==> src/rtl/exu_hazard_ctrl.sv <==
// Issue-side hazard control: per-register in-flight scoreboard, RAW stall and redirect flush FSM.
// Optional performance counters are built only when EXU_HAZARD_CTRL_PERF_EN is defined.
module exu_hazard_ctrl #(
  parameter int unsigned FLUSH_CYCLES = 2,
  parameter int unsigned SB_CNT_W     = 2
) (
  input  logic        clk,
  input  logic        rst_n,
  input  logic        id_valid,
  input  logic [4:0]  id_rs1,
  input  logic [4:0]  id_rs2,
  input  logic        id_rs1_used,
  input  logic        id_rs2_used,
  input  logic [4:0]  id_rd,
  input  logic        id_R_wen,
  input  logic        exu_ready,
  input  logic        redirect,
  input  logic        wb_fire,
  input  logic [4:0]  wb_rd,
  input  logic        wb_track,
  output logic        issue_ready,
  output logic        issue_track,
  output logic        inst_clear,
  output logic        stall,
  output logic        busy,
  output logic [31:0] perf_stall_cnt,
  output logic [31:0] perf_flush_cnt
);

  localparam int unsigned NUM_REGS = 32;
  localparam int unsigned FCNT_W   = 3;
  localparam logic [SB_CNT_W-1:0] CNT_MAX    = '1;
  localparam logic [FCNT_W-1:0]   FLUSH_LOAD = FCNT_W'(FLUSH_CYCLES - 1);

  typedef enum logic [0:0] {
    ST_RUN   = 1'b0,
    ST_FLUSH = 1'b1
  } state_t;

  state_t                r_state;
  logic [FCNT_W-1:0]     r_fcnt;
  logic [SB_CNT_W-1:0]   r_cnt [1:NUM_REGS-1];
  logic [SB_CNT_W-1:0]   w_cnt [0:NUM_REGS-1];
  logic [NUM_REGS-1:0]   w_inc;
  logic [NUM_REGS-1:0]   w_dec;
  logic                  w_issue_fire;
  logic                  w_stall;
  logic                  w_clear;
  logic                  w_busy;
  logic                  w_track;

  // Scoreboard view with x0 forced to zero so any register index can be looked up.
  always_comb begin
    w_cnt[0] = '0;
    for (int i = 1; i < NUM_REGS; i++) begin
      w_cnt[i] = r_cnt[i];
    end
  end

  always_comb begin
    w_busy = 1'b0;
    for (int i = 1; i < NUM_REGS; i++) begin
      w_busy = w_busy | (r_cnt[i] != '0);
    end
  end

  assign w_track = id_R_wen & (id_rd != 5'd0);

  // A full counter on rd also stalls, so an increment can never overflow.
  assign w_stall = id_valid &
                   ((id_rs1_used & (w_cnt[id_rs1] != '0)) |
                    (id_rs2_used & (w_cnt[id_rs2] != '0)) |
                    (w_track & (w_cnt[id_rd] == CNT_MAX)));

  assign w_clear      = redirect | (r_state == ST_FLUSH);
  assign issue_ready  = ~w_stall & ~w_clear;
  assign w_issue_fire = id_valid & issue_ready & exu_ready;

  always_comb begin
    w_inc = '0;
    w_dec = '0;
    for (int i = 1; i < NUM_REGS; i++) begin
      w_inc[i] = w_issue_fire & w_track & (id_rd == 5'(i));
      w_dec[i] = wb_fire & wb_track & (wb_rd == 5'(i));
    end
  end

  // Simultaneous issue and retire to one register cancel; retire at zero holds zero.
  always_ff @(posedge clk or negedge rst_n) begin
    if (!rst_n) begin
      for (int i = 1; i < NUM_REGS; i++) begin
        r_cnt[i] <= '0;
      end
    end else begin
      for (int i = 1; i < NUM_REGS; i++) begin
        if (w_inc[i] && !w_dec[i]) begin
          r_cnt[i] <= r_cnt[i] + SB_CNT_W'(1);
        end else if (w_dec[i] && !w_inc[i] && (r_cnt[i] != '0)) begin
          r_cnt[i] <= r_cnt[i] - SB_CNT_W'(1);
        end
      end
    end
  end

  // Flush sequencer: a redirect in either state (re)loads the hold-off count.
  always_ff @(posedge clk or negedge rst_n) begin
    if (!rst_n) begin
      r_state <= ST_RUN;
      r_fcnt  <= '0;
    end else begin
      case (r_state)
        ST_RUN: begin
          if (redirect) begin
            r_state <= ST_FLUSH;
            r_fcnt  <= FLUSH_LOAD;
          end
        end
        ST_FLUSH: begin
          if (redirect) begin
            r_fcnt <= FLUSH_LOAD;
          end else if (r_fcnt == '0) begin
            r_state <= ST_RUN;
          end else begin
            r_fcnt <= r_fcnt - FCNT_W'(1);
          end
        end
        default: begin
          r_state <= ST_RUN;
          r_fcnt  <= '0;
        end
      endcase
    end
  end

  assign issue_track = w_track;
  assign inst_clear  = w_clear;
  assign stall       = w_stall;
  assign busy        = w_busy;

`ifdef EXU_HAZARD_CTRL_PERF_EN
  logic [31:0] r_perf_stall;
  logic [31:0] r_perf_flush;

  // Saturating event counters; every redirect is either a RUN->FLUSH entry or a reload.
  always_ff @(posedge clk or negedge rst_n) begin
    if (!rst_n) begin
      r_perf_stall <= '0;
      r_perf_flush <= '0;
    end else begin
      if (w_stall && (r_perf_stall != '1)) begin
        r_perf_stall <= r_perf_stall + 32'd1;
      end
      if (redirect && (r_perf_flush != '1)) begin
        r_perf_flush <= r_perf_flush + 32'd1;
      end
    end
  end

  assign perf_stall_cnt = r_perf_stall;
  assign perf_flush_cnt = r_perf_flush;
`else
  assign perf_stall_cnt = 32'd0;
  assign perf_flush_cnt = 32'd0;
`endif

endmodule

==> config.mk <==
export PLATFORM = sky130hd
export DESIGN_NAME = exu_hazard_ctrl
export DESIGN_NICKNAME = d
export VERILOG_FILES = /design/src/rtl/exu_hazard_ctrl.sv
export SDC_FILE = /design/constraint.sdc
export NUM_CORES = 1
export LEC_CHECK = 0
export BUFFER_PORTS_ARGS = -buffer_cell sky130_fd_sc_hd__buf_2
export CORE_MARGIN = 2
export CORE_UTILIZATION = 50
export CTS_CLUSTER_DIAMETER = 120
export DETAILED_ROUTE_END_ITERATION = 16
export GPL_TIMING_DRIVEN = 1
export HOLD_SLACK_MARGIN = 0.02
export PLACE_DENSITY = 0.8
export SLEW_MARGIN = 40
export SYNTH_ARGS = -nofsm -noshare
export SYNTH_HDL_FRONTEND = slang
export SYNTH_SLANG_ARGS = --single-unit
==> constraint.sdc <==
create_clock -name clk -period 8.2 [get_ports clk]
set_input_delay 0.41 -clock clk [delete_from_list [all_inputs] [get_ports clk]]
set_output_delay 0.41 -clock clk [all_outputs]
set_load 0.03 [all_outputs]
==> impl_metrics.json <==
{
  "grt_util_all_layers_pct": 25.2,
  "syn_area_per_cell_um2": 8.80,
  "syn2layout_area_growth_pct": 3.44,
  "synth_area_um2": 5860,
  "worstSetupStartpointType": "input pin",
  "die_w_um": 112,
  "critPathArrivalTime_ns": 3.92,
  "postSynthCellCount": 666,
  "synth_edf_count": 0,
  "drc": 0,
  "p_leak_nw": 2.48,
  "cts_hold_buf": 0,
  "cts_max_level": 3,
  "drt_iter0_drc": 587,
  "cts-root-buf": "clkbuf_16",
  "max_stage_delay_ns": 0.67,
  "synth_simple_gate_area_share_pct": 28.4,
  "ys.warnings.count": 0,
  "antenna_found_initial": 0,
  "fin_setup_tns_ns": 0,
  "path_max_fanout": 79,
  "numPortBuffers": 34,
  "dp.cells": 807,
  "synth_top_flop_cell": "dfrtp_1",
  "p_total_uw": 910,
  "sw_frac_of_total_pct": 33.0,
  "cts.clk_slew.worst_paths_ns": 0.05,
  "synth_mux_area_share_pct": 11.0,
  "grt_pass1_vias": 5039,
  "hp-class": "in2async",
  "grt_setup_unrepaired": "no",
  "relSlewSlack_pct": 58.0,
  "insertion_delay_ns": 0.34,
  "fp-row-count": 39,
  "grt_first_pass_wirelength_um": 25500,
  "setup_viol": 0,
  "min_period_over_period_pct": 45.4,
  "worst_pin_slew_ns": 0.630,
  "grt_overflow": 0,
  "fp.coreArea_um2": 11400,
  "combPwrFrac_pct": 22.4,
  "report.final.slew_viol_count": 0,
  "fin_area_um2": 6060,
  "cts_buffers": 9,
  "final_cells": 823,
  "internal_power_uw": 610,
  "via_per_inst": 6.53,
  "outcome": "finished, final reports clean",
  "nets": 707,
  "antenna_cells": 0,
  "max_freq_ghz": 0.268,
  "dpl_cell_area_um2": 5790,
  "ys_types": 59,
  "slowest_stage": "or4b_2",
  "top_level_ports": 99,
  "yosysMostFrequentCell": "nor2_1",
  "layout-drive-gt1-share_pct": 15.9,
  "power.switching_uw": 300,
  "synth_top_family_by_area": "simple AND/OR/NAND/NOR gates",
  "path_cells": "buf_2, mux4_2, mux2i_1, o32ai_1, nand3_1, o311ai_1, or4b_2, buf_6, or3_1, a311oi_1, a311oi_1",
  "fin_crit_ns": 3.73,
  "cts.repair.resized": 0,
  "routed_wl_um": 15800,
  "initial_core_util_pct": 51.3,
  "dp.final_hpwl_um": 11500,
  "clock_skew_ns": 0.00482,
  "yosysTopAreaCell": "dfrtp_1",
  "cts_max_path_buffers": 2,
  "grt_max_degree": 80,
  "die_area_um2": 12600,
  "cts_tree": "built",
  "hold_violations": 0,
  "fp.dieH_um": 112,
  "peakVddDrop_v": 0.000113,
  "synth_top_area_share_pct": 28.2,
  "cts.sinks": 66,
  "setup_slack_ns": 4.47,
  "synth.cells.most_frequent": "nor2_1 (102), buf_4 (67), dfrtp_1 (66)",
  "vias": 5373,
  "async_flop_share_pct": 100,
  "synth_compound_area_share_pct": 18.7,
  "seq_area_frac_synth_pct": 28.2,
  "synth_xor_area_share_pct": 1.20,
  "power_density_nw_per_um2": 150,
  "post_cts_buffers": 0,
  "max_cap_violations": 0,
  "cp_common_cell": "a311oi_1",
  "clock_power_share_pct": 38.7,
  "path_class": "in2reg",
  "synth_area_leaders": "dfrtp_1 (28%), mux4_2 (9.2%), buf_4 (8.6%)",
  "synth_seq_cells": 66,
  "synth_fa_ha_area_share_pct": 0.427,
  "drtPass1Iterations": 5,
  "post-place-ws_ns": 4.10,
  "wl_per_cell_um": 19.2,
  "place_congestion": 0.915,
  "antenna_left": 0,
  "crit_required_ns": 8.39,
  "seqPwrFrac_pct": 38.9,
  "critPathCaptureType": "flop"
}
path summary, 6_finish.rpt:
path / end / slack, ns / from / cells past startpoint
setup / recovery: r_cnt[0] / 4.47 / id_rd[1] / 11
hold / removal: r_cnt[38] / 0.18 / rst_n / 2
setup reg to reg: r_cnt[0] / 4.55 / r_cnt[21] / 10
hold reg to reg: r_fcnt[1] / 0.51 / r_fcnt[1] / 2
max in group asynchronous: r_cnt[4] / 7.59 / rst_n / 2
min in group clk: r_fcnt[1] / 0.28 / redirect / 2
through the flow:
step / hold WS (ns) / util [%]
after floorplan: 0.114 / -
after CTS: 0.281 / 53.0
final: 0.176 / 53.1
after detailed placement: 0.504 / 50.7
after global routing: 0.226 / 53.1
after global placement: 0.503 / 50.7
power by group through the flow:
stage / combinational (mW) / sequential [mW] / clock [mW]
3_5_place_dp: 0.200 / 0.359 / 0
4_1_cts: 0.201 / 0.353 / 0.356
6_report: 0.204 / 0.353 / 0.352
3_3_place_gp: 0.192 / 0.357 / 0
5_1_grt: 0.222 / 0.355 / 0.371
2_1_floorplan: 0.176 / 0.354 / 0
flip-flops by register name (all words and copies together) (netlist names):
signal   count
r_state      1
r_fcnt       3
r_cnt       62
per-layer routing:
| metal | vias up | global-route usage (%) | routed length [µm] |
|---|---|---|---|
| li1 | 2404 | - | - |
| met1 | 2597 | 34.1 | 6330 |
| met2 | 333 | 40.3 | 7410 |
| met3 | 39 | 4.37 | 1660 |
| met4 | 0 | 10.3 | 441 |
| met5 | - | 0 | 0 |
critical path: cells and delay by family:
family | cells | cell delay [ns]
muxes | 2 | 0.71
buffers and inverters | 2 | 0.75
AOI/OAI and AO/OA | 4 | 0.73
and+or+nand+nor | 3 | 1.28
layout by cell type, fill, tap and decap left out, types with 15 or more instances in the layout:
master    instances
nand2b_1         15
nor2b_1          27
nor2_1          102
buf_2            34
nor3_1           21
dfrtp_1          66
a21oi_1          15
a311oi_1         19
a211oi_1         21
nand2_1          23
o21ai_0          20
nor4_1           21
conb_1           64
mux4_2           24
cells by family after synthesis:
logic type,count (synthesis)
AND/OR/NAND/NOR,298
multiplexers,34
AO/OA/AOI/OAI,147
adder cells (fa/ha/maj),2
other,1
flip-flops,66
XOR/XNOR,8
buffers and inverters,110
cell type report:
cell class / count / area (µm²)
Tap cell: 143 / 179
Clock buffer: 13 / 250
Inverter: 9 / 33.8
Fill cell: 1030 / 5360
Sequential cell: 66 / 1650
Timing Repair Buffer: 36 / 193
Clock inverter: 3 / 15.0
Multi-Input combinational cell: 553 / 3740
No activity file was read; power rests on OpenSTA's default activity.
